===== src/rtl/packet_buf_ctrl_pkg.sv =====
// packet_buf_ctrl_pkg: shared read-FSM encoding and default widths for the packet buffer controller
package packet_buf_ctrl_pkg;
    localparam int ADDR_BITS_DEF = 11;
    localparam int LEN_BITS_DEF  = 12;
    localparam int CNT_BITS_DEF  = 16;
    typedef enum logic [1:0] {RD_IDLE, RD_READ, RD_LAST} rd_state_e;
endpackage


===== src/rtl/packet_buf_ctrl_rd_seq.sv =====
// packet_rd_seq: pops a length word, streams that many bytes from packet memory, then releases the space
module packet_rd_seq
    import packet_buf_ctrl_pkg::*;
#(
    parameter int pADDR_BITS = ADDR_BITS_DEF,
    parameter int pLEN_BITS  = LEN_BITS_DEF
) (
    input  logic                  clk_i,
    input  logic                  rst_i,
    input  logic                  rd_req_i,
    input  logic                  fq_empty_i,
    input  logic [pLEN_BITS-1:0]  fq_rdata_i,
    input  logic [7:0]            mem_rdata_i,
    output logic                  fq_rd_o,
    output logic [pADDR_BITS-1:0] mem_raddr_o,
    output logic [7:0]            tx_d_o,
    output logic                  tx_dv_o,
    output logic                  tx_last_o,
    output logic                  busy_o,
    output logic [pADDR_BITS:0]   rd_base_o
);
    rd_state_e state_q, state_d;
    logic [pADDR_BITS:0] rd_ptr_q, rd_ptr_d, rd_base_q, rd_base_d;
    logic [pLEN_BITS-1:0] rem_q, rem_d;
    logic issued_q;

    // Accept a packet in IDLE, issue one address per READ cycle, release the packet's space in LAST
    always_comb begin
        state_d   = state_q;
        rd_ptr_d  = rd_ptr_q;
        rd_base_d = rd_base_q;
        rem_d     = rem_q;
        fq_rd_o   = 1'b0;
        if (state_q == RD_IDLE) begin
            if (rd_req_i && !fq_empty_i) begin
                fq_rd_o  = 1'b1;
                rem_d    = fq_rdata_i;
                rd_ptr_d = rd_base_q;
                state_d  = RD_READ;
            end
        end else if (state_q == RD_READ) begin
            rd_ptr_d = rd_ptr_q + (pADDR_BITS+1)'(1);
            rem_d    = rem_q - pLEN_BITS'(1);
            state_d  = (rem_q <= pLEN_BITS'(1)) ? RD_LAST : RD_READ;
        end else begin
            rd_base_d = rd_ptr_q;
            state_d   = RD_IDLE;
        end
    end

    // State and pointer registers; issued_q marks that memory data returns this cycle
    always_ff @(posedge clk_i or posedge rst_i) begin
        if (rst_i) begin
            state_q   <= RD_IDLE;
            rd_ptr_q  <= '0;
            rd_base_q <= '0;
            rem_q     <= '0;
            issued_q  <= 1'b0;
        end else begin
            state_q   <= state_d;
            rd_ptr_q  <= rd_ptr_d;
            rd_base_q <= rd_base_d;
            rem_q     <= rem_d;
            issued_q  <= (state_q == RD_READ);
        end
    end

    assign mem_raddr_o = rd_ptr_q[pADDR_BITS-1:0];
    assign tx_dv_o     = issued_q;
    assign tx_d_o      = issued_q ? mem_rdata_i : 8'h00;
    assign tx_last_o   = (state_q == RD_LAST);
    assign busy_o      = (state_q != RD_IDLE);
    assign rd_base_o   = rd_base_q;
endmodule


===== src/rtl/packet_buf_ctrl.sv =====
// packet_buf_ctrl: stores RX frames into packet memory, queues their lengths, drops frames that do not fit
module packet_buf_ctrl
    import packet_buf_ctrl_pkg::*;
#(
    parameter int pADDR_BITS = ADDR_BITS_DEF,
    parameter int pLEN_BITS  = LEN_BITS_DEF,
    parameter int pCNT_BITS  = CNT_BITS_DEF
) (
    input  logic                  iclk,
    input  logic                  i_rst,
    input  logic                  idv,
    input  logic [7:0]            irx_d,
    input  logic                  ird_req,
    input  logic                  ifq_empty,
    input  logic                  ifq_full,
    input  logic [pLEN_BITS-1:0]  ifq_rdata,
    input  logic [7:0]            imem_rdata,
    output logic                  ofq_wr,
    output logic [pLEN_BITS-1:0]  ofq_wdata,
    output logic                  ofq_rd,
    output logic                  omem_we,
    output logic [pADDR_BITS-1:0] omem_waddr,
    output logic [7:0]            omem_wdata,
    output logic [pADDR_BITS-1:0] omem_raddr,
    output logic [7:0]            otx_d,
    output logic                  otx_dv,
    output logic                  otx_last,
    output logic                  obusy,
    output logic [pCNT_BITS-1:0]  odrop_cnt
);
    localparam logic [pADDR_BITS:0] DEPTH = {1'b1, {pADDR_BITS{1'b0}}};

    logic [pADDR_BITS:0] wr_ptr_q, wr_ptr_d, wr_base_q, wr_base_d, rd_base, len;
    logic [pCNT_BITS-1:0] drop_cnt_q, drop_cnt_d;
    logic drop_q, drop_d, dv_q, mem_full, drop_now, frame_end;

    assign mem_full   = (wr_ptr_q - rd_base) == DEPTH;
    assign drop_now   = idv & ((~dv_q & ifq_full) | (dv_q & drop_q) | mem_full);
    assign frame_end  = dv_q & ~idv;
    assign len        = wr_ptr_q - wr_base_q;
    assign omem_we    = idv & ~drop_now;
    assign omem_waddr = wr_ptr_q[pADDR_BITS-1:0];
    assign omem_wdata = irx_d;
    assign ofq_wr     = frame_end & ~drop_q & (len != '0);
    assign ofq_wdata  = pLEN_BITS'(len);
    assign odrop_cnt  = drop_cnt_q;

    // Advance on stored bytes, roll back a dropped frame, commit the base on a pushed length
    always_comb begin
        wr_ptr_d   = (frame_end && drop_q) ? wr_base_q : omem_we ? wr_ptr_q + (pADDR_BITS+1)'(1) : wr_ptr_q;
        wr_base_d  = ofq_wr ? wr_ptr_q : wr_base_q;
        drop_d     = drop_now;
        drop_cnt_d = (frame_end && drop_q && drop_cnt_q != '1) ? drop_cnt_q + pCNT_BITS'(1) : drop_cnt_q;
    end

    // Write-side registers; drop_q holds the drop decision until the frame-end cycle
    always_ff @(posedge iclk or posedge i_rst) begin
        if (i_rst) begin
            wr_ptr_q   <= '0;
            wr_base_q  <= '0;
            drop_cnt_q <= '0;
            drop_q     <= 1'b0;
            dv_q       <= 1'b0;
        end else begin
            wr_ptr_q   <= wr_ptr_d;
            wr_base_q  <= wr_base_d;
            drop_cnt_q <= drop_cnt_d;
            drop_q     <= drop_d;
            dv_q       <= idv;
        end
    end

    packet_rd_seq #(
        .pADDR_BITS(pADDR_BITS),
        .pLEN_BITS (pLEN_BITS)
    ) u_rd_seq (
        .clk_i      (iclk),
        .rst_i      (i_rst),
        .rd_req_i   (ird_req),
        .fq_empty_i (ifq_empty),
        .fq_rdata_i (ifq_rdata),
        .mem_rdata_i(imem_rdata),
        .fq_rd_o    (ofq_rd),
        .mem_raddr_o(omem_raddr),
        .tx_d_o     (otx_d),
        .tx_dv_o    (otx_dv),
        .tx_last_o  (otx_last),
        .busy_o     (obusy),
        .rd_base_o  (rd_base)
    );
endmodule


===== config.mk =====
export PLATFORM = sky130hd
export DESIGN_NAME = packet_buf_ctrl
export DESIGN_NICKNAME = d
export VERILOG_FILES = /design/src/rtl/packet_buf_ctrl_pkg.sv /design/src/rtl/packet_buf_ctrl_rd_seq.sv /design/src/rtl/packet_buf_ctrl.sv
export SDC_FILE = /design/constraint.sdc
export NUM_CORES = 1
export LEC_CHECK = 0
export ABC_AREA = 1
export CAP_MARGIN = 20
export CORE_ASPECT_RATIO = 1.4
export CORE_MARGIN = 2
export CORE_UTILIZATION = 54
export DETAILED_ROUTE_END_ITERATION = 16
export PLACE_DENSITY_LB_ADDON = 0.3
export SETUP_SLACK_MARGIN = 0.15
export SYNTH_ARGS = -nofsm -noshare
export SYNTH_HDL_FRONTEND = slang
export SYNTH_HIERARCHICAL = 1
export SYNTH_SLANG_ARGS = --single-unit
export TNS_END_PERCENT = 5

===== constraint.sdc =====
create_clock -name iclk -period 3.95 [get_ports iclk]
set_clock_uncertainty 0.2 [all_clocks]
set_input_delay 0.79 -clock iclk [delete_from_list [all_inputs] [get_ports iclk]]
set_output_delay 0.79 -clock iclk [all_outputs]
set_load 0.005 [all_outputs]

==> impl_metrics.toml, run 1 <==
[placement]
dp_worst_setup_slack_ns = 0.267
hpwl_mm = 10.9
routabilityCongestion = 0.942
dp.cells = 1085
io_buffers = 89

[power_and_ir_drop]
worst_ir_drop_vdd_mv = 0.340
power_density_nw_per_um2 = 720
clock_power_share = 0.184
intPower_uw = 3110
power_switching_uw = 2230
combPwrFrac = 0.607
seqPwrFrac = 0.209
p_leak_uw = 0.00383
switching_share = 0.418
power_uw = 5330

[outcome]
status = "completed"

[yosys]
async_flop_share = 1.00
synth_top_cell_area_share = 0.331
synth_seq_cells = 81
syn_area_per_cell_sq_um = 6.85
postSynthCellCount = 893
yosys_warnings = 6
synth.most_common_cell = "nand2_1"
syn-cell-area_sq_um = 6120
synthFlopType = "dfrtp_1"
syn-num-nets = 955
synth_edf_count = 0
synth.area.top_cells = "dfrtp_1 (33%), nand2_1 (16%), inv_1 (8.6%)"
yosysUniqueCellTypes = 46
synth_top_area_cell = "dfrtp_1"
synthTopCellsByCount = "nand2_1 (257), inv_1 (141), dfrtp_1 (81)"
ys_seq_area_frac = 0.331

[finish]
area_growth_pct = 21.0
num_antenna_cells = 0
n_fill_cell = 984
drive_gt1_frac = 0.0945
instances_no_fill = 1107
layout.nets = 1020
fin_util = 0.663

[die]
die_h_um = 130
fp-row-count = 46
ios = 106
fp.coreArea_sq_um = 11200
die-area_sq_um = 12200
initial_utilization = 0.548
fp.dieW_um = 94.0

[clock_tree]
clk-insertion-delay-late_ns = 0.35
clock-sinks = 81
htree_levels = 3
cts-hold-fix-buffers = 0
cts_tree = "built"
clk_path_buf_depth = 2
root_buffer = "clkbuf_16"
cts_inserted_buffers = 9
clkTransAtPathRegs_ns = 0.06

[timing]
finalWorstSetupSlack_ns = 0.178
hold_viol = 0
tns_ns = 0
drv_slew = 0
worst_slew_pin_slew_ns = 0.794
setup_viol = 0
fmax_mhz = 265
fin_crit_sh = 0.955
period_needed_ns = 3.77
rsz0062_at_grt = "true"
maxSlewHeadroom = 0.470

[route]
drt-total-wl_mm = 14.8
drt-initial-drc-count = 266
wl_per_cell_um = 13.4
vias_per_cell = 5.22
vias = 5775
drc_errors = 0
ant_nets = 0
first_pass_iters = 5

[global_route]
antenna_found_initial = 0
grt_pass1_vias = 5380
grt_max_degree = 40
grt_pass1_wl_mm = 23.7
track_usage = 0.244
overflow = 0

[job]
max_cap_violations = 0

[critical_path]
setup.worst_path.end_class = "output port"
cp.arrival_ns = 2.78
slowest_stage = "dfrtp_2"
cpMostUsedCell = "buf_4"
start_kind = "flop"
critPathMaxStageDelay_ns = 0.49
critical_path_class = "flop to output port"
path_cells = "ha_1 > a21oi_2 > nand2_2 > a21oi_2 > or2_0 > nand2_1 > buf_4 > buf_4 > buf_4 > inv_1 > clkdlybuf4s50_1"
crit_fanout = 9
cp_data_required_time_ns = 2.96

[worst_hold_path]
hold_path.class = "flop to flop"
## layer usage
layer  routed length [um]  vias up  GRT usage
met5                    0        -          0
met4                  591        0      0.142
met3                  559       46     0.0289
met2                 7990      175      0.455
met1                 5640     2647      0.261
li1                     -     2907          -
## area by class of cell
| cell class | instances | area, sq um | area share |
|---|---|---|---|
| clock buffers | 9 | 225 | 0.0304 |
| inverters | 144 | 548 | 0.0740 |
| flip-flops and latches | 81 | 2030 | 0.274 |
| well taps | 144 | 180 | 0.0243 |
| repair buffers | 106 | 1020 | 0.138 |
| multi-input cells | 616 | 3270 | 0.442 |
| clock inverters | 7 | 126 | 0.0171 |
## per-stage QoR
| step | area, sq um | hold slack, ns |
|---|---|---|
| after floorplan | 6120 | 0.242 |
| after global placement | 6890 | 0.258 |
| after detailed placement | 6890 | 0.260 |
| after CTS | 7300 | 0.275 |
| after global routing | 7410 | 0.307 |
| final | 7410 | 0.274 |
## critical path, delay by kind of cell (launching register included)
kind,cells,cell delay [ns]
flip-flops,1,0.49
AND/OR/NAND/NOR,3,0.32
adder cells (fa/ha/maj),1,0.40
buffers and inverters,5,0.90
AO/OA/AOI/OAI,2,0.35
## state kept, by name, summed over array words and instances, names as in the netlist
name and flops:
drop_q 1, dv_q 1, odrop_cnt 16, u_rd_seq/rd_base_o 12, u_rd_seq/rd_ptr_q 12, u_rd_seq/rem_q 12
u_rd_seq/state_q 2, u_rd_seq/tx_dv_o 1, wr_base_q 12, wr_ptr_q 12
## layout by cell type, fill, tap and decap left out, types with 3 or more instances in the layout
| cell | synthesis | final |
|---|---|---|
| xor2_1 | 14 | 14 |
| nand2_2 | 16 | 17 |
| nand3_1 | 77 | 76 |
| nor3_1 | 7 | 7 |
| o21ai_1 | 9 | 9 |
| o211ai_1 | 5 | 5 |
| ha_1 | 27 | 18 |
| clkdlybuf4s50_1 | 0 | 87 |
| o21ai_0 | 36 | 36 |
| xnor2_1 | 9 | 9 |
| ha_4 | 0 | 7 |
| nor2_2 | 4 | 3 |
| nand4_1 | 13 | 13 |
| bufinv_16 | 0 | 3 |
| nand2_1 | 257 | 256 |
| buf_4 | 34 | 17 |
| nor2_1 | 75 | 75 |
| dfrtp_2 | 0 | 5 |
| inv_1 | 141 | 140 |
| o22ai_1 | 6 | 6 |
| a21oi_1 | 31 | 30 |
| clkbuf_16 | 0 | 9 |
| a21oi_2 | 4 | 5 |
| dfrtp_1 | 81 | 76 |
## power groups by stage
| stage | registers (uW) | clock network, uW | logic (uW) |
|---|---|---|---|
| 2_1_floorplan | 1070 | 0 | 2020 |
| 5_1_grt | 1130 | 1030 | 3620 |
| 3_5_place_dp | 1110 | 0 | 2980 |
| 6_report | 1110 | 981 | 3240 |
| 3_3_place_gp | 1100 | 0 | 2930 |
| 4_1_cts | 1090 | 1000 | 3120 |
## repair_timing
item                       CTS  global route
hold endpoints to repair     0             0
buffers inserted             6             0
gates resized for setup      6            16
pin swaps                    7             0
setup endpoints to repair    2             3
## path summary, 6_finish.rpt
| kind | startpoint | end | slack, ns | cells after the start |
|---|---|---|---|---|
| worst max-delay path | wr_ptr_q[3]$_DFFE_PP0P_ | ofq_wdata[6] | 0.18 | 11 |
| worst min-delay path | wr_base_q[4]$_DFFE_PP0P_ | wr_base_q[4]$_DFFE_PP0P_ | 0.27 | 2 |
| worst max register to register | wr_ptr_q[0]$_DFFE_PP0P_ | wr_base_q[4]$_DFFE_PP0P_ | 1.14 | 14 |
| worst min register to register | wr_base_q[4]$_DFFE_PP0P_ | wr_base_q[4]$_DFFE_PP0P_ | 0.27 | 2 |
| max in group asynchronous | i_rst | wr_ptr_q[3]$_DFFE_PP0P_ | 2.11 | 3 |
| min in group asynchronous | i_rst | odrop_cnt[6]$_DFFE_PP0P_ | 0.64 | 2 |
## logic make-up (layout without fill, tap and decap cells)
family | count (synthesis) | count (layout) | synth area share
AOI/OAI and AO/OA | 103 | 103 | 0.0951
and+or+nand+nor | 460 | 460 | 0.325
DFF | 81 | 81 | 0.331
adders and majority gates | 28 | 28 | 0.0585
xor gates and xnor gates | 25 | 25 | 0.0382
buffers and inverters | 196 | 266 | 0.152
Power figures use the tool's default switching activity.
==> run 2: changes to the inputs <==
--- a/config.mk
+++ b/config.mk
@@ -6,7 +6,8 @@
 export NUM_CORES = 1
 export LEC_CHECK = 0
 export ABC_AREA = 1
-export CAP_MARGIN = 20
+export ABC_CLOCK_PERIOD_IN_PS = 3950
+export CAP_MARGIN = 0
 export CORE_ASPECT_RATIO = 1.4
 export CORE_MARGIN = 2
 export CORE_UTILIZATION = 54
==> results of run 2 <==
Final layout, timing and power as in run 1 (identical DEF).
